File: config.mk
export PLATFORM = sky130hd
export DESIGN_NAME = ttt_dot_render
export DESIGN_NICKNAME = d
export VERILOG_FILES = /design/src/rtl/ttt_dot_render.sv
export SDC_FILE = /design/constraint.sdc
export NUM_CORES = 1
export LEC_CHECK = 0
export ABC_AREA = 1
export BUFFER_PORTS_ARGS = -buffer_cell sky130_fd_sc_hd__buf_2
export CAP_MARGIN = 10
export CORE_ASPECT_RATIO = 0.6
export CORE_MARGIN = 4
export CORE_UTILIZATION = 60
export CTS_CLUSTER_DIAMETER = 60
export DETAILED_ROUTE_END_ITERATION = 6
export PLACE_DENSITY = 0.85
export SLEW_MARGIN = 0
export SYNTH_ARGS = -nofsm -noshare
export SYNTH_HDL_FRONTEND = slang
export SYNTH_SLANG_ARGS = --single-unit
File: constraint.sdc
create_clock -name clk -period 5.9 [get_ports clk]
set_input_delay 0.295 -clock clk [delete_from_list [all_inputs] [get_ports clk]]
set_output_delay 0.295 -clock clk [all_outputs]
set_load 0.1 [all_outputs]
File: src/rtl/ttt_dot_render.sv
// Tic-tac-toe board renderer for a 10x14 row-strobed dot matrix.
// Board, win mask and turn are snapshotted per frame so a frame never tears.
module ttt_dot_render #(
    parameter int SCAN_DIV     = 2500,
    parameter int GUARD        = 250,
    parameter int BLINK_FRAMES = 50
) (
    input  logic        clk,
    input  logic        rst,
    input  logic        en,
    input  logic [17:0] board,
    input  logic        turn_o,
    input  logic [8:0]  win_mask,
    output logic [9:0]  dot_row,
    output logic [13:0] dot_col
);

    localparam int DW = $clog2(SCAN_DIV);
    localparam int FW = $clog2(BLINK_FRAMES + 1);
    localparam logic [DW-1:0] DIV_MAX   = DW'(SCAN_DIV - 1);
    localparam logic [DW-1:0] GUARD_C   = DW'(GUARD);
    localparam logic [FW-1:0] FRAME_MAX = FW'(BLINK_FRAMES - 1);

    logic [DW-1:0] div_q, div_d;
    logic [3:0]    row_q, row_d;
    logic [FW-1:0] frame_q, frame_d;
    logic          blink_q, blink_d;
    logic [17:0]   snap_board_q, snap_board_d;
    logic [8:0]    snap_win_q, snap_win_d;
    logic          snap_turn_q, snap_turn_d;
    logic [9:0]    dot_row_q, dot_row_d;
    logic [13:0]   dot_col_q, dot_col_d;

    logic          div_wrap;
    logic          frame_end;
    logic [13:0]   pat;
    logic [3:0]    cr;
    logic [3:0]    gr;
    logic [1:0]    code;
    logic [2:0]    glyph;
    int            k;

    // Row pattern for the row currently being scanned, from snapshots only
    always_comb begin
        pat   = '0;
        cr    = '0;
        gr    = '0;
        code  = '0;
        glyph = '0;
        k     = 0;
        if (row_q == 4'd9) begin
            pat[10:8] = {3{snap_turn_q}};
            pat[2:0]  = {3{~snap_turn_q}};
        end else begin
            cr = (row_q >= 4'd6) ? 4'd2 : ((row_q >= 4'd3) ? 4'd1 : 4'd0);
            gr = row_q - (cr + cr + cr);
            pat[3] = 1'b1;
            pat[7] = 1'b1;
            for (int c = 0; c < 3; c++) begin
                k    = 3 * int'(cr) + c;
                code = snap_board_q[2*k +: 2];
                if (snap_win_q[k] && !blink_q) begin
                    code = 2'd0;
                end
                case (code)
                    2'd1:    glyph = (gr == 4'd1) ? 3'b010 : 3'b101;
                    2'd2:    glyph = (gr == 4'd1) ? 3'b101 : 3'b111;
                    default: glyph = 3'b000;
                endcase
                pat[4*c +: 3] = glyph;
            end
        end
    end

    always_comb begin
        div_wrap     = (div_q == DIV_MAX);
        frame_end    = div_wrap && (row_q == 4'd9);
        div_d        = div_wrap ? '0 : div_q + 1'b1;
        row_d        = row_q;
        frame_d      = frame_q;
        blink_d      = blink_q;
        snap_board_d = snap_board_q;
        snap_win_d   = snap_win_q;
        snap_turn_d  = snap_turn_q;
        if (div_wrap) begin
            row_d = (row_q == 4'd9) ? 4'd0 : row_q + 4'd1;
        end
        if (frame_end) begin
            snap_board_d = board;
            snap_win_d   = win_mask;
            snap_turn_d  = turn_o;
            if (frame_q == FRAME_MAX) begin
                frame_d = '0;
                blink_d = ~blink_q;
            end else begin
                frame_d = frame_q + 1'b1;
            end
        end
        dot_row_d = en ? (10'd1 << row_q) : '0;
        dot_col_d = (en && (div_q >= GUARD_C)) ? pat : '0;
    end

    always_ff @(posedge clk) begin
        if (rst) begin
            div_q        <= '0;
            row_q        <= '0;
            frame_q      <= '0;
            blink_q      <= 1'b1;
            snap_board_q <= '0;
            snap_win_q   <= '0;
            snap_turn_q  <= 1'b0;
            dot_row_q    <= '0;
            dot_col_q    <= '0;
        end else begin
            div_q        <= div_d;
            row_q        <= row_d;
            frame_q      <= frame_d;
            blink_q      <= blink_d;
            snap_board_q <= snap_board_d;
            snap_win_q   <= snap_win_d;
            snap_turn_q  <= snap_turn_d;
            dot_row_q    <= dot_row_d;
            dot_col_q    <= dot_col_d;
        end
    end

    assign dot_row = dot_row_q;
    assign dot_col = dot_col_q;

endmodule

=== After elaboration in Yosys (flattened, before gate mapping) ===
Cells that the tools add are included.

* Register bits: 75
* Input port bits: 31
* Output and inout bits: 24

* $add $sub $neg: 8
* $mul: 1
* $lt $le $gt $ge: 6
* Equality and inequality tests: 10
* Shifts and indexed selects: 4
* Mux-type cells: 27
* Bitwise operators: 4
* Reduce and logical (&&, ||, !) cells: 11

{| class="wikitable"
|+ Operators by type and width
! kind !! number
|-
| 32-bit by 6-bit < comparator with 1-bit output (second input constant) || 2
|-
| 18-bit by 32-bit indexed part select with 2-bit output || 2
|-
| 32-bit by 2-bit adder with 32-bit output (second input constant) || 1
|-
| 3-bit case mux with 2 select lines || 3
|-
| 18-bit by 7-bit indexed part select with 2-bit output || 1
|-
| 2-bit 2-to-1 mux || 8
|-
| 12-bit by 1-bit adder with 12-bit output (second input constant) || 1
|-
| 1-bit binary-select mux with 4-bit select || 3
|-
| 12-bit equality test (second input constant) || 1
|-
| 12-bit by 8-bit >= comparator with 1-bit output (second input constant) || 1
|-
| 1-bit by 4-bit left shift with 10-bit output (first input constant) || 1
|-
| 3-bit 2-to-1 mux || 3
|-
| 1-bit 2-to-1 mux || 7
|-
| 6-bit by 1-bit adder with 6-bit output (second input constant) || 1
|-
| 2-bit by 1-bit equality test with 1-bit output (second input constant) || 3
|-
| 2-bit equality test (second input constant) || 3
|-
| 6-bit equality test (second input constant) || 1
|-
| 6-bit 2-to-1 mux || 1
|-
| 2-bit OR reduction || 3
|-
| 4-bit by 2-bit adder with 5-bit output (second input constant) || 1
|-
| 1-bit logical AND || 5
|-
| 5-bit < comparator (second input constant) || 1
|-
| 5-bit 2-to-1 mux || 1
|-
| 3-bit by 2-bit adder with 4-bit output || 1
|-
| other kinds (13) || 16
|}

=== Longest topological paths before layout ===
* Depth after elaboration: 14
* Gate-level depth with buffers: 17
* Gate-level depth less buffers: 16

=== Worst setup path after synthesis ===
OpenSTA, ideal clock, no wires.

* Path kind: reg-to-reg
* Start point: register row_q[2]
* End point: register dot_col_q[2], in the netlist dot_col[2]
* Arrival time: 2.074 ns
* Data required time: 5.786 ns
* Setup slack: 3.712 ns
* Cell stages (with the launch flop): 16
* Path buffers: 1
* Period minus slack after synthesis: 2.188 ns
* Cell sequence: dfxtp_1 > inv_2 > nand2_2 > buf_6 > nand2_2 > inv_1 > ha_1 > inv_1 > fa_1 > nand3b_1 > nor2_4 > nand3_2 > nand2_1 > nand2_1 > nand2_1 > nand2_1

* Cells in the longest elaborated chain, start to end: 13

{| class="wikitable"
|+ Ends and longest elaborated chain
! what !! RTL line !! source
|-
| start: declaration || 25 || <nowiki>logic [3:0] row_q, row_d;</nowiki>
|-
| start signal: assignment || 116 || <nowiki>row_q <= row_d;</nowiki>
|-
| 4-bit by 2-bit >= comparator with 1-bit output || 55 || <nowiki>cr = (row_q >= 4'd6) ? 4'd2 : ((row_q >= 4'd3) ? 4'd1 : 4'd0);</nowiki>
|-
| 1-bit 2-to-1 mux || 55 ||
|-
| 2-bit 2-to-1 mux || 55 ||
|-
| 2-bit by 2-bit multiplier with 4-bit output || 60 || <nowiki>k = 3 * int'(cr) + c;</nowiki>
|-
| 1-bit binary-select mux with 4-bit select || 62 || <nowiki>if (snap_win_q[k] && !blink_q) begin</nowiki>
|-
| 1-bit 2-to-1 mux (not written as such) (2 in a row) || 62 ||
|-
| 1-bit logical AND || 62 ||
|-
| 2-bit 2-to-1 mux || 62 ||
|-
| 2-bit 2-to-1 mux || 51 || <nowiki>if (row_q == 4'd9) begin</nowiki>
|-
| 2-bit equality test / 2-bit by 1-bit equality test with 1-bit output (equally long branches) || 65 || <nowiki>case (code)</nowiki>
|-
| 3-bit case mux with 2 select lines || 65 ||
|-
| 3-bit 2-to-1 mux (*) || 51 ||
|-
| end signal: assignment || 123 || <nowiki>dot_col_q <= dot_col_d;</nowiki>
|-
| end: declaration || 32 || <nowiki>logic [13:0] dot_col_q, dot_col_d;</nowiki>
|}

Mark *: on every way between the ends. The rest lies on a longest branch, timed or not. The select of a mux whose other input is x is not followed.
A chain may end at the register's enable or synchronous reset.

=== Final worst setup path ===
* Start point: register row_q[1]
* End point: register dot_col_q[2], in the netlist dot_col[2]

The elaborated chain is that of the path after synthesis.

==> run_results.csv <==
group,metric,value,unit
clock_tree,clk_pin_slew_worst_paths,70,ps
detailed_routing,drt_iter0_drc,243,
worst_setup_path,setup.worst_path.class,"flop to flop",
layout,regArea,0.001361,mm2
clock_tree,numCtsBuffers,9,
layout,final_cell_count_no_fill,572,
clock_tree,htree_levels,3,
clock_tree,worstSkewPairLatency,350,ps
sta,clock.fmax,377.7,MHz
floorplanning,die_h,65.54,um
sta,fin_crit_sh,44.87,%
worst_setup_path,endpoint_kind,"flop",
place,io_buffers,51,
worst_setup_path,cp.arrival,2900,ps
floorplanning,initial_core_util,63.61,%
synthesis,yosys.cell_types.count,37,
synthesis,syn_area_per_cell,7.213,um2
synthesis,synth-edff-count,0,
job,drv_cap,0,
power,p_leak,1.654,nW
global_routing,track_usage,25.19,%
detailed_routing,drcViolationCount,0,
worst_setup_path,r2r_end,"dot_col[2]",
layout,diodes,0,
synthesis,ys_warn_count,0,
clock_tree,cts_root_buf,"clkbuf_8",
global_routing,antenna_found_initial,0,
layout,utilization,71.54,%
place,dp_hpwl,6107,um
power,irDropWorstVdd,0.0002280,V
floorplanning,rows,20,
sta,rsz0062_at_grt,"false",
outcome,status,"finished clean",
floorplanning,die_x,103.9,um
layout,multi_input_area,0.001593,mm2
min_path,hold-path-cell-count,3,
sta,timing.hold.ws,190.0,ps
detailed_routing,drt-pass1-iter-count,5,
synthesis,synth_seq_cells,68,
detailed_routing,ant_nets,0,
detailed_routing,via_count,3097,
min_path,min_path_type,"input port to flop",
layout,area_growth,12.47,%
synthesis,synth_area,0.003311,mm2
worst_setup_path,start_kind,"flop",
clock_tree,tritoncts,"built",
detailed_routing,routed_wl,8077,um
detailed_routing,via_per_inst,5.414,
synthesis,ys_seq_area_share,41.12,%
global_routing,grt_max_degree,53,
clock_tree,numClockSinks,68,
layout,drive_gt1_share,17.39,%
worst_setup_path,regToRegSetupSlack,3250,ps
sta,relSlewSlack,52.92,%
min_path,whs_endpoint,"snap_board_q[11]",
layout,nNetsFinal,545,
synthesis,syn_inst,459,
floorplanning,top_level_ports,55,
worst_setup_path,crit_required,6150,ps
power,p_per_area,235.6,mW/mm2
global_routing,grt_pass1_vias,2928,
clock_tree,cts_setup_buffers,0,
floorplanning,die_area,0.006809,mm2
sta,worst_slew_pin_slew,705.4,ps
sta,fin_crit,2648,ps
sta,setup_tns,0,ps
global_routing,grt_pass1_wl,13520,um
worst_setup_path,reg2regPathDepth,14,
sta,worst_clock_skew,5.831,ps
sta,hold_viol,0,
clock_tree,clock_path_buffers,2,
global_routing,overflow,0,
worst_setup_path,r2r_start,"row_q[1]",
synthesis,ys.flop_type,"dfxtp_1",
sta,slew_viol_final,0,
detailed_routing,wl_per_cell,14.12,um
sta,worst_slack,3252,ps
clock_tree,hold_buffers,0,
worst_setup_path,critPathMaxFanout,20,
floorplanning,fp.coreArea,0.005205,mm2
synthesis,ys_async_sr_fraction,0,%
place,preCtsSetupSlack,3330,ps
clock_tree,post_cts_resized,0,
place,gp_congestion,0.9873,
place,placed_cells,556,
layout,nFillCells,431,
sta,setup_viol,0,
min_path,hp-start,"board[11]",
==> critical path: stages (launching register included) <==
cell and delay (ps):
dfxtp_1 420, nand2_1 160, nand2_2 320, nand2_2 150
inv_1 100, ha_1 140, inv_1 60, fa_1 430
nand3b_1 210, nor2_4 150, nand3_2 150, nand2_1 90
nand2_1 50, nand2_1 60, nand2_1 40
==> through the flow <==
step	area, um2	power, mW
2_1_floorplan	3318	0.4972
3_3_place_gp	3525	0.5080
3_5_place_dp	3525	0.5089
4_1_cts	3724	0.8835
5_1_grt	3724	0.9112
6_report	3724	0.8774
==> how the worst max path moves through the flow <==
stage / start / endpoint / slack [ps]
2_1_floorplan: row_q[2] / dot_col[2] / 3710
3_3_place_gp: row_q[2] / dot_col[2] / 3490
3_5_place_dp: row_q[1] / dot_col[2] / 3330
4_1_cts: row_q[1] / dot_col[2] / 3300
5_1_grt: row_q[1] / dot_col[2] / 3040
6_report: row_q[1] / dot_col[2] / 3250
==> placed cells by master (no fill, tap or decap), types with 10 or more instances in the layout <==
cell,instances
nor3_1,10
o21ai_0,34
nand3_1,19
a21oi_1,52
dfxtp_1,68
ha_1,12
buf_2,51
nor2_1,35
inv_1,55
nand2_1,98
==> state kept, by name, summed over array words and instances (netlist names) <==
| register | cells |
|---|---|
| blink_q | 1 |
| div_q | 12 |
| dot_col | 7 |
| dot_row | 10 |
| frame_q | 6 |
| row_q | 4 |
| snap_board_q | 18 |
| snap_turn_q | 1 |
| snap_win_q | 9 |
==> layer usage <==
metal | up-vias | track usage, % | part of all wire, %
met5 | - | 0 | 0
met1 | 1409 | 33.05 | 47
met3 | 10 | 8.440 | 8.9
met4 | 0 | 7.629 | 0.98
met2 | 131 | 39.72 | 43
li1 | 1547 | - | -
==> Yosys cell counts (6+ instances only) <==
master    n  area [um2]
nand2_1  98       367.9
dfxtp_1  68        1361
inv_1    55       206.5
a21oi_1  52       260.3
nor2_1   35       131.4
o21ai_0  34       170.2
nand3_1  19       95.09
ha_1     12       150.1
nor3_1   10       50.05
buf_2     9       45.04
buf_4     7       52.55
o21ai_1   6       30.03
==> layout make-up <==
cell class              count  share of cell area, %
multi-input cells         310                  42.78
flip-flops and latches     68                  36.56
repair buffers             52                  7.056
inverters                  60                  6.048
clock buffers               9                  3.327
well taps                  66                  2.218
clock inverters             7                  2.016
==> cells by family (layout without fill, tap and decap cells) <==
family / count (synthesis) / in the layout / synth area share, %
other cells: 1 / 3 / 0.1133
simple gates: 187 / 187 / 24.98
compound gates: 100 / 100 / 15.80
xor+xnor: 7 / 7 / 1.852
buf+inv: 83 / 128 / 11.00
flops: 68 / 68 / 41.12
fa+ha+maj: 13 / 13 / 5.140
==> power by group <==
part | internal (mW) | switching [mW]
combinational | 0.0109 | 0.0249
clock | 0.197 | 0.182
sequential | 0.461 | 0.00222
(Power assumes the default switching activity.)
